## config.mk

```make
export PLATFORM = sky130hd
export DESIGN_NAME = writeback_multi
export DESIGN_NICKNAME = d
export VERILOG_FILES = /design/src/rtl/wb_pkg.sv /design/src/rtl/wb_lane_sel.sv /design/src/rtl/writeback_multi.sv
export SDC_FILE = /design/constraint.sdc
export NUM_CORES = 1
export LEC_CHECK = 0
export ABC_CLOCK_PERIOD_IN_PS = 4400
export CAP_MARGIN = 0
export CORE_ASPECT_RATIO = 1.2
export CORE_MARGIN = 2
export CORE_UTILIZATION = 46
export CTS_BUF_LIST = sky130_fd_sc_hd__clkbuf_4 sky130_fd_sc_hd__clkbuf_8 sky130_fd_sc_hd__clkbuf_16
export CTS_CLUSTER_SIZE = 10
export DETAILED_ROUTE_END_ITERATION = 8
export PLACE_DENSITY_LB_ADDON = 0.12
export REMOVE_ABC_BUFFERS = 1
export SLEW_MARGIN = 5
export SYNTH_ARGS = -nofsm -noshare
export SYNTH_HDL_FRONTEND = slang
export SYNTH_SLANG_ARGS = --single-unit
```

## constraint.sdc

```tcl
create_clock -name i_clk -period 4.4 [get_ports i_clk]
set_input_delay 0.88 -clock i_clk [delete_from_list [all_inputs] [get_ports i_clk]]
set_output_delay 0.88 -clock i_clk [all_outputs]
set_load 0.02 [all_outputs]
```

## src/rtl/wb_pkg.sv

```systemverilog
// Writeback-stage shared types: exception codes, rd select, and regfile write-port record.
// Shared with the regfile and mem stage.
package wb_pkg;

    typedef enum logic [4:0] {
        EXCEPT_MISALIGNED_FETCH = 5'd0,
        EXCEPT_FETCH_FAULT      = 5'd1,
        EXCEPT_ILLEGAL_INSTR    = 5'd2,
        EXCEPT_BREAKPOINT       = 5'd3,
        EXCEPT_MISALIGNED_LOAD  = 5'd4,
        EXCEPT_LOAD_FAULT       = 5'd5,
        EXCEPT_MISALIGNED_STORE = 5'd6,
        EXCEPT_STORE_FAULT      = 5'd7,
        EXCEPT_ECALL_FROM_U     = 5'd8,
        EXCEPT_ECALL_FROM_S     = 5'd9,
        EXCEPT_ECALL_FROM_M     = 5'd11,
        EXCEPT_MISPRED          = 5'd16,
        EXCEPT_MISPRED_NO_TRACE = 5'd17,
        EXCEPT_SYS              = 5'd18,
        EXCEPT_FLUSH            = 5'd19
    } except_code_t;

    typedef enum logic [1:0] {
        RD_NONE       = 2'd0,
        RD_REG        = 2'd1,
        RD_REG_AND_PC = 2'd2
    } rd_sel_t;

    localparam int unsigned ARCH_XLEN      = 32;
    localparam int unsigned ARCH_REG_IDX_W = 5;

    typedef struct packed {
        logic                      valid;
        logic [ARCH_REG_IDX_W-1:0] idx;
        logic [ARCH_XLEN-1:0]      data;
    } int_arch_reg_wb_t;

    // Codes whose instruction still completes (and may write rd) while redirecting.
    function automatic logic is_retiring_except(input logic [4:0] code);
        return (code == EXCEPT_MISPRED)      || (code == EXCEPT_MISPRED_NO_TRACE) ||
               (code == EXCEPT_SYS)          || (code == EXCEPT_FLUSH)            ||
               (code == EXCEPT_ECALL_FROM_M) || (code == EXCEPT_ECALL_FROM_S)     ||
               (code == EXCEPT_ECALL_FROM_U);
    endfunction

    function automatic logic is_mispred(input logic [4:0] code);
        return (code == EXCEPT_MISPRED) || (code == EXCEPT_MISPRED_NO_TRACE);
    endfunction

    function automatic int_arch_reg_wb_t compose_int_arch_reg_wb(
        input logic                      valid,
        input logic [ARCH_REG_IDX_W-1:0] idx,
        input logic [ARCH_XLEN-1:0]      data
    );
        int_arch_reg_wb_t r;
        r.valid = valid;
        r.idx   = idx;
        r.data  = data;
        return r;
    endfunction

endpackage

```

## src/rtl/wb_lane_sel.sv

```systemverilog
// Oldest-excepting-lane priority encoder plus same-cycle WAW keep mask.
// Purely combinational; any LANES.
module wb_lane_sel #(
    parameter int unsigned LANES     = 2,
    parameter int unsigned REG_IDX_W = 5
) (
    input  logic [LANES-1:0]           i_valid,
    input  logic [LANES-1:0]           i_except_valid,
    input  logic [LANES*REG_IDX_W-1:0] i_rd_idx,
    input  logic [LANES-1:0]           i_cand,
    output logic                       o_except_found,
    output logic [LANES-1:0]           o_except_oh,
    output logic [LANES-1:0]           o_upto_mask,
    output logic [LANES-1:0]           o_wb_keep
);

    // o_upto_mask covers lanes up to and including the first excepting lane.
    always_comb begin
        logic w_found;
        w_found     = 1'b0;
        o_except_oh = '0;
        o_upto_mask = '0;
        for (int unsigned k = 0; k < LANES; k++) begin
            if (!w_found) begin
                o_upto_mask[k] = 1'b1;
                if (i_valid[k] && i_except_valid[k]) begin
                    w_found        = 1'b1;
                    o_except_oh[k] = 1'b1;
                end
            end
        end
        o_except_found = w_found;
    end

    always_comb begin
        o_wb_keep = i_cand;
        for (int unsigned k = 0; k < LANES; k++) begin
            for (int unsigned j = k + 1; j < LANES; j++) begin
                if (i_cand[j] &&
                    (i_rd_idx[j*REG_IDX_W +: REG_IDX_W] == i_rd_idx[k*REG_IDX_W +: REG_IDX_W]))
                    o_wb_keep[k] = 1'b0;
            end
        end
    end

endmodule

```

## src/rtl/writeback_multi.sv

```systemverilog
// N-lane in-order writeback/commit: regfile writes, oldest-exception flush/redirect,
// post-flush shadow and cycle/retire counters. All outputs registered.
module writeback_multi
    import wb_pkg::*;
#(
    parameter int unsigned LANES        = 2,
    parameter int unsigned XLEN         = 32,
    parameter int unsigned REG_IDX_W    = 5,
    parameter int unsigned FLUSH_CYCLES = 1,
    parameter int unsigned CNT_W        = 64
) (
    input  logic                         i_clk,
    input  logic                         i_rst,
    input  logic [LANES-1:0]             i_valid,
    input  logic [LANES*XLEN-1:0]        i_pc,
    input  logic [LANES-1:0]             i_half,
    input  logic [LANES-1:0]             i_except_valid,
    input  logic [LANES*5-1:0]           i_except_code,
    input  logic [LANES*REG_IDX_W-1:0]   i_rd_idx,
    input  logic [LANES*2-1:0]           i_rd_sel,
    input  logic [LANES*XLEN-1:0]        i_data,
    output logic [LANES-1:0]             o_wb_valid,
    output logic [LANES*REG_IDX_W-1:0]   o_wb_idx,
    output logic [LANES*XLEN-1:0]        o_wb_data,
    output logic                         o_flush,
    output logic                         o_pc_alter,
    output logic [XLEN-1:0]              o_pc,
    output logic [$clog2(LANES+1)-1:0]   o_retire_num,
    output logic [CNT_W-1:0]             o_cycle_count,
    output logic [CNT_W-1:0]             o_retire_count
);

    localparam int unsigned RN_W = $clog2(LANES + 1);
    localparam int unsigned SH_W = $clog2(FLUSH_CYCLES + 1);

    logic [SH_W-1:0]                r_shadow;
    logic                           w_active;
    logic [LANES-1:0][XLEN-1:0]     w_seq_pc;
    logic [LANES-1:0]               w_live;
    logic [LANES-1:0]               w_retire;
    logic [LANES-1:0]               w_cand;
    logic [LANES-1:0]               w_keep;
    logic [LANES-1:0]               w_wb_valid;
    logic [LANES*REG_IDX_W-1:0]     w_wb_idx;
    logic [LANES*XLEN-1:0]          w_wb_data;
    logic                           w_except_found;
    logic [LANES-1:0]               w_except_oh;
    logic [LANES-1:0]               w_upto;
    logic [4:0]                     w_e_code;
    logic [XLEN-1:0]                w_e_data;
    logic [XLEN-1:0]                w_e_seq_pc;
    logic                           w_flush;
    logic [XLEN-1:0]                w_redirect_pc;
    logic [RN_W-1:0]                w_retire_num;

    assign w_active = (r_shadow == '0);

    for (genvar k = 0; k < LANES; k++) begin : g_lane
        logic [1:0] w_sel;
        assign w_sel       = i_rd_sel[k*2 +: 2];
        assign w_seq_pc[k] = i_pc[k*XLEN +: XLEN] + (i_half[k] ? XLEN'(2) : XLEN'(4));
        assign w_live[k]   = w_active & i_valid[k] & w_upto[k];
        // Lanes before the excepting one never carry an exception, so this only gates lane e.
        assign w_retire[k] = w_live[k] &
                             (~i_except_valid[k] | is_retiring_except(i_except_code[k*5 +: 5]));
        assign w_cand[k]   = w_retire[k] & (i_rd_idx[k*REG_IDX_W +: REG_IDX_W] != '0) &
                             ((w_sel == RD_REG) || (w_sel == RD_REG_AND_PC));
        assign w_wb_valid[k] = w_cand[k] & w_keep[k];
        assign w_wb_idx[k*REG_IDX_W +: REG_IDX_W] =
            w_wb_valid[k] ? i_rd_idx[k*REG_IDX_W +: REG_IDX_W] : '0;
        assign w_wb_data[k*XLEN +: XLEN] =
            !w_wb_valid[k]           ? '0 :
            (w_sel == RD_REG_AND_PC) ? w_seq_pc[k] : i_data[k*XLEN +: XLEN];
    end

    wb_lane_sel #(
        .LANES     (LANES),
        .REG_IDX_W (REG_IDX_W)
    ) u_lane_sel (
        .i_valid        (i_valid),
        .i_except_valid (i_except_valid),
        .i_rd_idx       (i_rd_idx),
        .i_cand         (w_cand),
        .o_except_found (w_except_found),
        .o_except_oh    (w_except_oh),
        .o_upto_mask    (w_upto),
        .o_wb_keep      (w_keep)
    );

    always_comb begin
        w_e_code     = '0;
        w_e_data     = '0;
        w_e_seq_pc   = '0;
        w_retire_num = '0;
        for (int unsigned k = 0; k < LANES; k++) begin
            if (w_except_oh[k]) begin
                w_e_code   = i_except_code[k*5 +: 5];
                w_e_data   = i_data[k*XLEN +: XLEN];
                w_e_seq_pc = w_seq_pc[k];
            end
            w_retire_num = w_retire_num + RN_W'(w_retire[k]);
        end
    end

    assign w_flush       = w_active & w_except_found;
    assign w_redirect_pc = is_mispred(w_e_code) ? w_e_data : w_e_seq_pc;

    always_ff @(posedge i_clk) begin
        if (i_rst) begin
            r_shadow       <= '0;
            o_wb_valid     <= '0;
            o_wb_idx       <= '0;
            o_wb_data      <= '0;
            o_flush        <= 1'b0;
            o_pc_alter     <= 1'b0;
            o_pc           <= '0;
            o_retire_num   <= '0;
            o_cycle_count  <= '0;
            o_retire_count <= '0;
        end else begin
            if (w_flush)
                r_shadow <= SH_W'(FLUSH_CYCLES);
            else if (r_shadow != '0)
                r_shadow <= r_shadow - 1'b1;
            o_wb_valid     <= w_wb_valid;
            o_wb_idx       <= w_wb_idx;
            o_wb_data      <= w_wb_data;
            o_flush        <= w_flush;
            o_pc_alter     <= w_flush;
            o_pc           <= w_flush ? w_redirect_pc : '0;
            o_retire_num   <= w_retire_num;
            o_cycle_count  <= o_cycle_count + 1'b1;
            o_retire_count <= o_retire_count + CNT_W'(w_retire_num);
        end
    end

endmodule

```

==> results.yml <==
status:
  status: "completed"
yosys:
  yosysSeqAreaShare_pct: 42.3
  syn_inst: 1300
  ys.warnings.count: 0
  synth_edf_count: 0
  syn_avg_cell_area_sq_um: 8.71
  async_reset_ff_share_pct: 0
  synth_area_sq_mm: 0.0113
  synthFlopType: "dfxtp_1"
  synth_cell_types: 57
  synth_seq_cells: 239
route:
  routed_wl_mm: 38.7
  routedWlPerCell_microns: 19.1
  postRouteAntennaNets: 0
  drc_errors: 0
  first_pass_iters: 5
  vias_per_cell: 5.51
  drtIter0Drc: 502
  vias: 11178
critical_path:
  critPathArrivalTime_ns: 4.54
  slowest_stage: "or4_1"
  slowest_delay_ns: 0.54
  start_kind: "input pin"
  crit_fanout: 11
  cp_top_family: "simple AND/OR/NAND/NOR gates"
  path_cells: "clkdlybuf4s50_1 -> and2_1 -> a2111oi_0 -> buf_4 -> and2_1 -> ha_1 -> ha_1 -> inv_1 -> fa_1 -> nand4b_1 -> or4_1 -> buf_4 -> nor4_1 -> xnor2_1 -> nor2_1"
  critPathBufInv: 4
  cp_data_required_time_ns: 4.79
  path_class: "input pin to register"
  worstSetupEndpointType: "register"
floorplan:
  core-area_sq_mm: 0.0240
  num_io_pins: 400
  start_util_pct: 47.1
  rows: 62
  die_y_microns: 176
  die-width_microns: 147
  die-area_sq_mm: 0.0259
pwr:
  vdd_drop_max_mv: 0.289
  p_leak_nw: 5.79
  power.total_mw: 4.89
  power.density_mw_per_mm2: 295
place:
  dp_hpwl_mm: 28.9
  place.gp.congestion: 0.927
  place.port_buffers: 399
global_routing:
  grt_pass1_vias: 10815
  grt-ovfl-total: 0
  antenna_found_initial: 6
  grt_pass1_wl_mm: 59.0
  grt_max_degree: 85
  grt_use_total_pct: 28.6
layout:
  mostFrequentLayoutCell: "clkdlybuf4s50_1"
  drive_gt1_share_pct: 6.69
  area_growth_pct: 46.4
  num-fill-cells: 2011
  final_nets: 1870
  layout_common_cells: "398 x clkdlybuf4s50_1, 239 x dfxtp_1, 222 x nor2_1"
clock_network:
  postCtsHoldBufs: 0
  clock_sinks: 239
  ctsResizeCount: 0
  path_clk_slew_ns: 0.05
  clockBufferDepth: 3
  clock_latency_ns: 0.53
  cts_setup_buffers: 0
  ctsRootBufferMaster: "clkbuf_16"
  cts_buffers: 28
  cts_tree: "yes"
  htreeDepth: 1
sta:
  finalSetupViolations: 0
  rsz0062_at_grt: "false"
  fmax_mhz: 241
  finalCritPeriodShare_pct: 94.2
  layout_min_cycle_time_ns: 4.14
  relSlewSlack_pct: 40.0
  final.setup.tns_ns: 0
  worst_clock_skew_ns: 0.0103
  final_hold_viol_count: 0
  tightest_slew_ns: 0.900
  maxSlewViolCount: 0
job:
  maxCapViolations: 0
min_path:
  min_path_type: "register to register"
flip-flops by register name, indices dropped and copies added, names as in the netlist:
signal,flops
o_retire_count,64
o_wb_valid,2
o_wb_idx,10
o_wb_data,64
o_pc_alter,1
o_retire_num,2
o_cycle_count,64
o_pc,32
Yosys cell counts (all sizes together), types with 3 or more instances:
cell type    n  area (sq um)
a221o       10           100
buf         13          85.1
and4        15           134
o22ai        9          56.3
mux2i       19           190
nor4        36           293
xnor2      100           876
fa           3          60.1
inv         39           146
or4          4          30.0
o21ai       11          55.1
a21oi       18          90.1
o221a        7          78.8
nor2b        9          56.3
nand2       65           244
xor2        77           674
and2        14          87.6
dfxtp      239          4780
ha          10           125
or3         13          81.3
a211oi      50           375
nand3       72           375
or2          3          18.8
and3        35           219
a22oi        3          22.5
o221ai      10          87.6
nand4       41           269
clkbuf      55           206
a221oi      15           131
nor4b        3          26.3
nand2b       5          31.3
nor2       225           847
nor3        57           332
stage by stage:
| step | utilization, % | setup WS, ns | cell area (sq um) | hold slack, ns | cells |
|---|---|---|---|---|---|
| floorplan | - | -0.416 | 11000 | 0.518 | 1232 |
| CTS | 68.9 | 0.271 | 16600 | 0.474 | 2024 |
| finish | 68.9 | 0.256 | 16600 | 0.465 | 2030 |
| global route | 68.9 | 0.0442 | 16600 | 0.490 | 2030 |
| global placement | 65.5 | -0.143 | 15800 | 0.452 | 1987 |
| detailed placement | 65.5 | -0.263 | 15800 | 0.461 | 1987 |
worst register-to-register path: cells and delay by family, from the launching register on:
| kind | cells | cell delay (ns) |
|---|---|---|
| and+or+nand+nor | 5 | 1.31 |
| AOI/OAI and AO/OA | 1 | 0.37 |
| buffers and inverters | 3 | 0.45 |
| DFF | 1 | 0.38 |
| adders and majority gates | 3 | 0.67 |
| xor gates and xnor gates | 1 | 0.18 |
area by class of cell:
type                            instances  area, sq um  area share, %
Multi-Input combinational cell        954         6120           36.9
Sequential cell                       239         4780           28.9
Timing Repair Buffer                  435         4300           25.9
Clock buffer                           37          805           4.85
Tap cell                              320          400           2.42
Inverter                               39          146          0.883
Antenna cell                            6         15.0         0.0906
logic make-up after synthesis:
group / count (synthesis) / synth area share [%]
xor gates and xnor gates: 177 / 13.7
buffers and inverters: 107 / 3.87
and+or+nand+nor: 602 / 27.3
muxes: 20 / 1.78
DFF: 239 / 42.3
adders and majority gates: 13 / 1.64
AOI/OAI and AO/OA: 142 / 9.50
per-layer routing:
| layer | vias up | track usage (%) | wire (microns) |
|---|---|---|---|
| met5 | - | 0 | 0 |
| met4 | 0 | 14.2 | 1750 |
| met3 | 106 | 7.95 | 3510 |
| met2 | 461 | 50.1 | 19400 |
| met1 | 5255 | 31.9 | 14000 |
| li1 | 5356 | - | - |
final timing paths:
check / cells past startpoint / endpoint / startpoint / slack [ns]
hold / removal: 1 / o_cycle_count[0] / o_cycle_count[0] / 0.47
setup reg to reg: 13 / o_retire_count[56] / o_pc_alter / 0.90
hold reg to reg: 1 / o_cycle_count[0] / o_cycle_count[0] / 0.47
setup / recovery: 15 / o_retire_count[56] / i_valid[0] / 0.26
power by group:
part,total (mW),internal (mW),switching (mW),leakage [nW]
logic,0.574,0.280,0.294,3.46
registers,2.21,2.20,0.0129,1.93
clock network,2.11,1.25,0.858,0.402
(Power assumes the default switching activity.)
